### src/rtl/writeback_commit_unit_pkg.sv
// Shared sizes and payload types for the in-order writeback/commit unit.
package writeback_commit_unit_pkg;

    localparam int unsigned WIDTH = 32;
    localparam int unsigned DEPTH = 8;
    localparam int unsigned TAG_W = $clog2(DEPTH);
    localparam int unsigned CNT_W = TAG_W + 1;
    localparam int unsigned RD_W  = 5;

    typedef struct packed {
        logic             alloc;
        logic             done;
        logic             we;
        logic [RD_W-1:0]  rd;
        logic [WIDTH-1:0] data;
    } wb_entry_t;

    typedef struct packed {
        logic             valid;
        logic [TAG_W-1:0] tag;
        logic [RD_W-1:0]  rd;
        logic [WIDTH-1:0] data;
        logic             we;
    } wb_result_t;

endpackage

### src/rtl/writeback_commit_unit_commit_select.sv
// Picks up to two in-order retirees from the head of the completion buffer
// and derives the masked register-file write enables.
module wb_commit_select
    import writeback_commit_unit_pkg::*;
(
    input  wb_entry_t  head_entry_i,
    input  wb_entry_t  next_entry_i,
    output logic [1:0] slot_valid_o,
    output logic [1:0] wr_en_o,
    output logic [1:0] commit_cnt_o
);

    logic v0;
    logic v1;
    logic en0;
    logic en1;

    always_comb begin
        v0  = head_entry_i.alloc && head_entry_i.done;
        v1  = v0 && next_entry_i.alloc && next_entry_i.done;
        en0 = v0 && head_entry_i.we && (head_entry_i.rd != '0);
        en1 = v1 && next_entry_i.we && (next_entry_i.rd != '0);
        // Same destination in one cycle: the younger write must be the survivor.
        if (en0 && en1 && (head_entry_i.rd == next_entry_i.rd)) begin
            en0 = 1'b0;
        end
        slot_valid_o = {v1, v0};
        wr_en_o      = {en1, en0};
        commit_cnt_o = 2'(v0) + 2'(v1);
    end

endmodule

### src/rtl/writeback_commit_unit.sv
// Tagged completion buffer that accepts out-of-order pipeline results and
// retires up to two of them per cycle to the register file in program order.
module writeback_commit_unit
    import writeback_commit_unit_pkg::*;
(
    input  logic                       clk,
    input  logic                       rst_n,
    input  logic                       Alloc_valid,
    output logic                       Alloc_ready,
    output logic [TAG_W-1:0]           Alloc_tag,
    input  logic                       Branch_Result_valid,
    input  logic [TAG_W-1:0]           Branch_Result_tag,
    input  logic [RD_W-1:0]            Branch_Result_rd,
    input  logic [WIDTH-1:0]           Branch_Result_data,
    input  logic                       Branch_Result_RF_write_en,
    input  logic                       Memory_Result_valid,
    input  logic [TAG_W-1:0]           Memory_Result_tag,
    input  logic [RD_W-1:0]            Memory_Result_rd,
    input  logic [WIDTH-1:0]           Memory_Result_data,
    input  logic                       Memory_Result_RF_write_en,
    input  logic                       Flush,
    output logic [1:0]                 RF_Write_en_WB,
    output logic [1:0][RD_W-1:0]       RF_rd_WB,
    output logic [1:0][WIDTH-1:0]      RF_data_WB,
    output logic [1:0]                 Commit_count,
    output logic                       Empty,
    output logic                       Protocol_Error
);

    wb_entry_t              entries_q [DEPTH];
    wb_entry_t              entries_d [DEPTH];
    logic [TAG_W-1:0]       head_q, head_d, tail_q, tail_d;
    logic [TAG_W-1:0]       head_p1, tail_p1;
    logic [CNT_W-1:0]       count_q, count_d;
    logic [1:0]             rf_we_q, rf_we_d;
    logic [1:0][RD_W-1:0]   rf_rd_q, rf_rd_d;
    logic [1:0][WIDTH-1:0]  rf_data_q, rf_data_d;
    logic [1:0]             commit_cnt_q, commit_cnt_d;
    logic                   empty_q, empty_d;
    logic                   ready_q, ready_d;
    logic                   err_q, err_d;

    wb_result_t             br_res, mem_res;
    logic [1:0]             slot_valid_c, wr_en_c, commit_cnt_c;
    logic                   alloc_acc_c, br_ok_c, mem_ok_c, mem_clash_c, err_hit_c;

    assign br_res  = '{valid: Branch_Result_valid, tag: Branch_Result_tag,
                       rd: Branch_Result_rd, data: Branch_Result_data,
                       we: Branch_Result_RF_write_en};
    assign mem_res = '{valid: Memory_Result_valid, tag: Memory_Result_tag,
                       rd: Memory_Result_rd, data: Memory_Result_data,
                       we: Memory_Result_RF_write_en};

    assign head_p1 = head_q + TAG_W'(1);
    assign tail_p1 = tail_q + TAG_W'(1);

    wb_commit_select u_sel (
        .head_entry_i (entries_q[head_p1 - TAG_W'(1)]),
        .next_entry_i (entries_q[head_p1]),
        .slot_valid_o (slot_valid_c),
        .wr_en_o      (wr_en_c),
        .commit_cnt_o (commit_cnt_c)
    );

    // Result legality is judged against registered state only.
    always_comb begin
        alloc_acc_c = Alloc_valid && ready_q;
        br_ok_c     = br_res.valid && entries_q[br_res.tag].alloc && !entries_q[br_res.tag].done;
        mem_clash_c = mem_res.valid && br_res.valid && (mem_res.tag == br_res.tag);
        mem_ok_c    = mem_res.valid && !mem_clash_c &&
                      entries_q[mem_res.tag].alloc && !entries_q[mem_res.tag].done;
        err_hit_c   = (br_res.valid && !br_ok_c) || (mem_res.valid && !mem_ok_c);
    end

    always_comb begin
        entries_d    = entries_q;
        head_d       = head_q;
        tail_d       = tail_q;
        count_d      = count_q;
        rf_we_d      = '0;
        rf_rd_d      = rf_rd_q;
        rf_data_d    = rf_data_q;
        commit_cnt_d = '0;
        err_d        = err_q;
        if (Flush) begin
            for (int unsigned i = 0; i < DEPTH; i++) begin
                entries_d[i].alloc = 1'b0;
                entries_d[i].done  = 1'b0;
            end
            head_d  = '0;
            tail_d  = '0;
            count_d = '0;
        end else begin
            if (slot_valid_c[0]) begin
                entries_d[head_q].alloc = 1'b0;
                entries_d[head_q].done  = 1'b0;
                rf_rd_d[0]   = entries_q[head_q].rd;
                rf_data_d[0] = entries_q[head_q].data;
            end
            if (slot_valid_c[1]) begin
                entries_d[head_p1].alloc = 1'b0;
                entries_d[head_p1].done  = 1'b0;
                rf_rd_d[1]   = entries_q[head_p1].rd;
                rf_data_d[1] = entries_q[head_p1].data;
            end
            if (alloc_acc_c) begin
                entries_d[tail_q].alloc  = 1'b1;
                entries_d[tail_q].done   = 1'b0;
                entries_d[tail_p1].alloc = 1'b1;
                entries_d[tail_p1].done  = 1'b0;
            end
            if (br_ok_c) begin
                entries_d[br_res.tag].done = 1'b1;
                entries_d[br_res.tag].we   = br_res.we;
                entries_d[br_res.tag].rd   = br_res.rd;
                entries_d[br_res.tag].data = br_res.data;
            end
            if (mem_ok_c) begin
                entries_d[mem_res.tag].done = 1'b1;
                entries_d[mem_res.tag].we   = mem_res.we;
                entries_d[mem_res.tag].rd   = mem_res.rd;
                entries_d[mem_res.tag].data = mem_res.data;
            end
            head_d       = head_q + TAG_W'(commit_cnt_c);
            tail_d       = tail_q + (alloc_acc_c ? TAG_W'(2) : TAG_W'(0));
            count_d      = count_q + (alloc_acc_c ? CNT_W'(2) : CNT_W'(0)) - CNT_W'(commit_cnt_c);
            rf_we_d      = wr_en_c;
            commit_cnt_d = commit_cnt_c;
            err_d        = err_q | err_hit_c;
        end
        empty_d = (count_d == '0);
        ready_d = (count_d <= CNT_W'(DEPTH - 2));
    end

    always_ff @(posedge clk or negedge rst_n) begin
        if (!rst_n) begin
            for (int unsigned i = 0; i < DEPTH; i++) begin
                entries_q[i] <= '0;
            end
            head_q       <= '0;
            tail_q       <= '0;
            count_q      <= '0;
            rf_we_q      <= '0;
            rf_rd_q      <= '0;
            rf_data_q    <= '0;
            commit_cnt_q <= '0;
            empty_q      <= 1'b1;
            ready_q      <= 1'b1;
            err_q        <= 1'b0;
        end else begin
            entries_q    <= entries_d;
            head_q       <= head_d;
            tail_q       <= tail_d;
            count_q      <= count_d;
            rf_we_q      <= rf_we_d;
            rf_rd_q      <= rf_rd_d;
            rf_data_q    <= rf_data_d;
            commit_cnt_q <= commit_cnt_d;
            empty_q      <= empty_d;
            ready_q      <= ready_d;
            err_q        <= err_d;
        end
    end

    assign Alloc_ready    = ready_q;
    assign Alloc_tag      = tail_q;
    assign RF_Write_en_WB = rf_we_q;
    assign RF_rd_WB       = rf_rd_q;
    assign RF_data_WB     = rf_data_q;
    assign Commit_count   = commit_cnt_q;
    assign Empty          = empty_q;
    assign Protocol_Error = err_q;

endmodule

### config.mk
export PLATFORM = sky130hd
export DESIGN_NAME = writeback_commit_unit
export DESIGN_NICKNAME = d
export VERILOG_FILES = /design/src/rtl/writeback_commit_unit_pkg.sv /design/src/rtl/writeback_commit_unit_commit_select.sv /design/src/rtl/writeback_commit_unit.sv
export SDC_FILE = /design/constraint.sdc
export NUM_CORES = 1
export LEC_CHECK = 0
export ABC_CLOCK_PERIOD_IN_PS = 8700
export CORE_UTILIZATION = 51
export DETAILED_ROUTE_END_ITERATION = 16
export PLACE_DENSITY = 0.82
export SETUP_SLACK_MARGIN = 0.15
export SLEW_MARGIN = 20
export SYNTH_ARGS = -nofsm -noshare
export SYNTH_HDL_FRONTEND = slang
export SYNTH_SLANG_ARGS = --single-unit
### constraint.sdc
create_clock -name clk -period 8.7 [get_ports clk]
set_input_delay 0.87 -clock clk [delete_from_list [all_inputs] [get_ports clk]]
set_output_delay 0.87 -clock clk [all_outputs]
set_load 0.005 [all_outputs]
* Word-level counts from Yosys, hierarchy flattened
Cells that the tools add are included.
** Storage, ports and cells
- ROM bits :: 0
- Flip-flop bits (word level) :: 411
- Latch bits :: 0
- Bits in writable memories :: 0
- Input bits :: 88
- Output and inout bits :: 84
- Memories :: 0
- Logic and storage cells :: 209
** Cells by class
- Div/mod/pow operators :: 0
- $add $sub $neg :: 8
- Bitwise operators :: 9
- Shifts and indexed selects :: 0
- Muxes and demuxes :: 88
- Reduce and logical (&&, ||, !) cells :: 36
- Multipliers :: 0
- $lt $le $gt $ge :: 14
- Eq/ne operators :: 2
** Operators with widths (number)
- $bwmux 320 :: 16
- $mux 320 :: 9
- $demux 40 s3 :: 16
- $bmux 40 s3 :: 5
- $mux 40 :: 12
- $mux 39 :: 6
- $mux 37 :: 4
- $mux 38 :: 2
- $mux 32 :: 2
- $ge 4x4->1 const B :: 7
- $not 3->4 :: 7
- $logic_and 1x1->1 :: 25
- $lt 4x1->1 const B :: 6
- $mux 2 :: 12
- $reduce_bool 5->1 :: 2
- $add 3x1->3 const B :: 2
- $add 3x2->3 :: 2
- $mux 3 :: 2
- $eq 5x5->1 :: 1
- $logic_not 1->1 :: 5
- $add 4x2->4 :: 1
- $le 4x3->1 const B :: 1
- $logic_not 4->1 :: 1
- $mux 4 :: 1
- other kinds (9) :: 10

* Logic depth before layout (Yosys ltp)
- Depth after elaboration :: 31
- Mapped depth :: 15
- Depth with buffers taken out :: 14

* Cells and area by module
From an unflattened synthesis, not the netlist that was laid out.
** Second synthesis, totals
- Cells, all modules :: 2615
- Area, all modules :: 26469.1 um^2
** Modules (own cells, without submodules)
- writeback_commit_unit :: instances 1, seq. area each 10262.3 um^2, cells each 2596, area each 26304.0 um^2
- wb_commit_select :: instances 1, seq. area each 0.0 um^2, cells each 19, area each 165.2 um^2

* Least setup slack after synthesis
No wires, ideal clock.
- Path kind :: register -> register
- Start :: reg head_q[0]
- End :: reg empty_q, in the netlist Empty
- Cell stages (with the launch flop) :: 15
- Path buffers :: 1
- Clock period less this slack :: 3.446 ns
- Setup time :: 0.083 ns
- Path slack :: 5.254 ns
- Data arrival time :: 3.363 ns
- Data required time :: 8.617 ns
- Cell sequence :: dfrtp_1 > ha_1 > buf_2 > nor2b_1 > a22oi_1 > a32oi_2 > inv_1 > ha_1 > inv_1 > fa_1 > ha_1 > inv_1 > fa_1 > nor2_1 > nor4_1
** On the way
- Longest elaborated chain between the ends :: 13
- Elaborated cells on any way between the ends :: 17
- Classes of those cells :: add/sub: 4; mux: 7; bitwise: 2; reduce/logical: 4
** RTL lines
- from (decl) :: RTL line writeback_commit_unit.sv:32 : logic [TAG_W-1:0] head_q, head_d, tail_q, tail_d;
- from (signal assigned) :: RTL line writeback_commit_unit.sv:140 : head_q <= '0;
- from (signal assigned) :: RTL line writeback_commit_unit.sv:152 : head_q <= head_d;
- $add 3x1->3 * :: RTL line writeback_commit_unit.sv:54 : assign head_p1 = head_q + TAG_W'(1);
- $sub 3x1->3 :: RTL line writeback_commit_unit.sv:58 : .head_entry_i (entries_q[head_p1 - TAG_W'(1)]),
- $not 3->4 (implied by the code) :: RTL line writeback_commit_unit.sv:58
- $bmux 40 s3 :: RTL line writeback_commit_unit.sv:58
- $mux 40 (implied by the code) (2 in series) :: RTL line writeback_commit_unit.sv:58
- $logic_and 1x1->1 :: RTL line writeback_commit_unit_commit_select.sv:19 : v0 = head_entry_i.alloc && head_entry_i.done;
- $logic_and 1x1->1 (2 in series) :: RTL line writeback_commit_unit_commit_select.sv:20 : v1 = v0 && next_entry_i.alloc && next_entry_i.done;
- $add 1x1->2 * :: RTL line writeback_commit_unit_commit_select.sv:29 : commit_cnt_o = 2'(v0) + 2'(v1);
- $sub 4x2->4 * :: RTL line writeback_commit_unit.sv:126 : count_d = count_q + (alloc_acc_c ? CNT_W'(2) : CNT_W'(0)) - CNT_W'(commit_cnt_c);
- $mux 4 * :: RTL line writeback_commit_unit.sv:85 : if (Flush) begin
- named net count_d[2] :: RTL line writeback_commit_unit.sv:34 : logic [CNT_W-1:0] count_q, count_d;
- $logic_not 4->1 * :: RTL line writeback_commit_unit.sv:131 : empty_d = (count_d == '0);
- named net empty_d :: RTL line writeback_commit_unit.sv:39 : logic empty_q, empty_d;
- to (signal assigned) :: RTL line writeback_commit_unit.sv:159 : empty_q <= empty_d;
- to (decl) :: RTL line writeback_commit_unit.sv:39
Mark *: on every way through the listed nets, which the timed path passes. The rest lies on a longest branch. The select of a mux whose other input is x is not followed.
A chain may end at the register's enable or synchronous reset.

* Final worst setup path
Ends and elaborated chain as after synthesis.

==> run summary <==
layout cells sized above 1: 0.0964
Via density: 7.75
Worst Path Max Fanout: 76
Post-CTS Hold Buffers: 0
number of fill cells: 3585
Clock Latency Late Sink: 590 ps
FFs w/ async S/R, synth: 1.00
f_max: 198 MHz
CTS resizes: 0
Design Area, Final: 26100 um2
worst hold slack: 305 ps
pwr/cell area: 296 nW/um2
antenna violations before repair: 1
via count: 21.5k
postcts setup bufs: 0
Rel. slew slack: 0.137
post-synthesis cell area: 22900 um2
Post-synth EDFFs: 0
die area: 45800 um2
Num CTS Buffers: 45
Cells after Synth: 2189
Max VDD drop: 0.000156 V
Critical Path End Type: flip-flop
r2r endpoint: Empty$_DFF_PN1_
synthesized flop and latch total: 410
Chip Height: 214 um
Fin. Hold Viols: 0
num rows: 77
Clock Skews: 34.9 ps
1st-pass router iterations: 7
synth warn: 0
area grow syn2layout: 13.8%
CTS clock-pin slew for the worst setup and hold paths: 60 ps
Chip Width: 214 um
Placed Area: 24500 um2
register area share after synthesis: 0.448
min-delay worst type: primary input to asynchronous set/reset pin
Finished Core Util: 0.590
max_cap viols: 0
Routed Antenna Nets: 0
setup_tns: 0 ps
worst endpoint required time: 9170 ps
H-tree depth: 2
worst r2r path cells: 14
unrepaired setup endpoints after global routing: no
CTS Sinks: 410
CP Capture Point: Empty$_DFF_PN1_
Placeable Area: 44200 um2
Final nets: 2242
diodes inserted: 0
GRT overflow: 0
CTS tree: done
drc violations: 0
IO Port Bufs: 170
Worst Max-Slew Pin Slew: 1290 ps
final setup vio count: 0
outcome: finished clean
top_reg_cell synth: dfrtp_1
Lkg Pwr: 9.65 nW
Final Wtd Congestion: 0.913
Setup CP Type: flip-flop to flip-flop
reg2reg setup slack: 3660 ps
Met2 Wirelength: 36.9 mm
post-synth net total: 2286
fin crit period: 5040 ps
fin crit share: 0.579
CTS Buffer Depth: 3
Slew Viols, Final: 0
vias in the first global route: 21.1k
post-DP HPWL: 46.1 mm
Mean Syn Cell Area: 10.5 um2
largest net degree at the start of global routing: 187
CP startpoint: head_q[0]$_DFF_PN0_
RR Startpoint: head_q[0]$_DFF_PN0_
startpoint types: flip-flop
met1 WL: 30.0 mm
first-pass GRT wire length: 129 mm
WL final: 85.9 mm
Root Driver: clkbuf_16
IO Pins: 172
Total GRT Usage: 0.367
DR WL met3: 13.2 mm
effective utilization at floorplan: 0.518
1st-iter DRT viols: 3471
crit path DAT: 5510 ps
Synth cell types: 63
Top Layer Used: met5
post-DR wirelength/cell: 31.0 um
-- synth_stat cells (all sizes together) (4+ instances only) --
| cell | count | area (um2) |
|---|---|---|
| nor3b | 24 | 185 |
| a211oi | 4 | 30.0 |
| dfrtp | 408 | 10200 |
| ha | 6 | 75.1 |
| and2 | 4 | 25.0 |
| a41oi | 5 | 43.8 |
| o22a | 494 | 4330 |
| nand2b | 6 | 37.5 |
| clkbuf | 169 | 634 |
| xnor2 | 4 | 35.0 |
| o21ai | 27 | 135 |
| nand3b | 12 | 90.1 |
| nand4 | 8 | 50.1 |
| mux2i | 55 | 551 |
| nand3 | 26 | 130 |
| a31oi | 61 | 382 |
| a21oi | 57 | 289 |
| a222oi | 8 | 80.1 |
| buf | 141 | 751 |
| or3 | 5 | 31.3 |
| a22o | 72 | 631 |
| o21a | 45 | 338 |
| nor3 | 19 | 105 |
| mux2 | 11 | 124 |
| a22oi | 32 | 240 |
| nor2b | 17 | 106 |
| nand2 | 66 | 248 |
| nor2 | 172 | 646 |
| o22ai | 40 | 250 |
| mux4 | 36 | 811 |
| o211ai | 8 | 60.1 |
| xor2 | 10 | 87.6 |
| a311o | 4 | 40.0 |
| or4 | 6 | 48.8 |
| nor4 | 6 | 37.5 |
| a221oi | 74 | 648 |
| inv | 13 | 48.8 |
-- critical path: stages (launching register included) --
cell and delay (ps):
dfrtp_4 940, ha_4 880, nor2b_1 350, a221oi_1 400, a32oi_2 240, inv_1 270
ha_1 230, inv_1 70, fa_1 490, ha_1 130, inv_1 50, fa_1 400
xnor2_1 160, nor2_1 80, nor4_1 230
-- cell usage in the layout, fill, tap and decap left out, types with 11 or more instances in the layout --
master	count
a21oi_1	51
a221oi_1	74
a22o_1	72
a22oi_1	32
a31oi_1	61
buf_4	46
clkbuf_16	45
clkdlybuf4s50_1	168
dfrtp_1	407
inv_1	13
mux2_2	11
mux2i_1	55
mux4_2	36
nand2_1	65
nand3_1	25
nand3b_1	12
nor2_1	165
nor2b_1	15
nor3_1	15
nor3b_1	22
o21a_1	45
o21ai_0	27
o22a_1	494
o22ai_1	40
-- how the worst min path moves through the flow --
stage,from,endpoint,slack (ps),depth (start not counted)
floorplan,Protocol_Error$_DFFE_PN0N_,Protocol_Error$_DFFE_PN0N_,470,1
global placement,Protocol_Error$_DFFE_PN0N_,Protocol_Error$_DFFE_PN0N_,470,1
detailed placement,Protocol_Error$_DFFE_PN0N_,Protocol_Error$_DFFE_PN0N_,470,1
CTS,rst_n,Protocol_Error$_DFFE_PN0N_,350,1
global route,rst_n,entries_q[158]$_DFF_PN0_,360,1
finish,rst_n,entries_q[198]$_DFF_PN0_,310,1
-- kinds of logic (layout without fill, tap and decap cells) --
family,after synthesis,count (layout),synth area share
and+or+nand+nor,382,382,0.0798
other,1,1,0.000164
buffers and inverters,324,314,0.0627
xor gates and xnor gates,14,14,0.00535
muxes,102,102,0.0648
DFF,410,410,0.448
adders and majority gates,9,9,0.00590
AOI/OAI and AO/OA,947,947,0.333
-- area by class of cell --
cell class | instances | area [um2] | share of cell area
Sequential cell | 410 | 10300 | 0.394
Clock buffer | 62 | 1260 | 0.0483
Tap cell | 592 | 741 | 0.0284
Timing Repair Buffer | 219 | 2110 | 0.0811
Clock inverter | 19 | 240 | 0.00921
Multi-Input combinational cell | 1455 | 11400 | 0.437
Inverter | 14 | 52.6 | 0.00201
-- metrics by stage --
step / total power (W) / worst slack (ps) / cells
floorplan: 0.00471 / 5250 / 2189
global placement: 0.00557 / 3810 / 2689
detailed placement: 0.00567 / 3680 / 2689
CTS: 0.00763 / 3690 / 2770
global route: 0.00803 / 3350 / 2771
finish: 0.00773 / 3660 / 2771
-- state kept, by name, summed over array words and instances, names as in the netlist, 2 cells and up --
signal / count
entries_q: 320
RF_data_WB: 64
RF_rd_WB: 10
count_q: 4
head_q: 3
Alloc_tag: 2
Commit_count: 2
RF_Write_en_WB: 2
-- metal layers --
layer / GRT usage / vias up
met5: 0 / -
met4: 0.212 / 2
met3: 0.120 / 513
met2: 0.541 / 2073
met1: 0.474 / 10400
li1: - / 8491
-- where the power goes --
part	internal (W)	leakage, nW	switching (W)	total (W)
Sequential	0.00254	5.08	0.000605	0.00314
Clock	0.00116	0.736	0.000817	0.00198
Combinational	0.00131	3.84	0.00130	0.00261
Total	0.00501	9.65	0.00272	0.00773
Power figures use the tool's default switching activity.
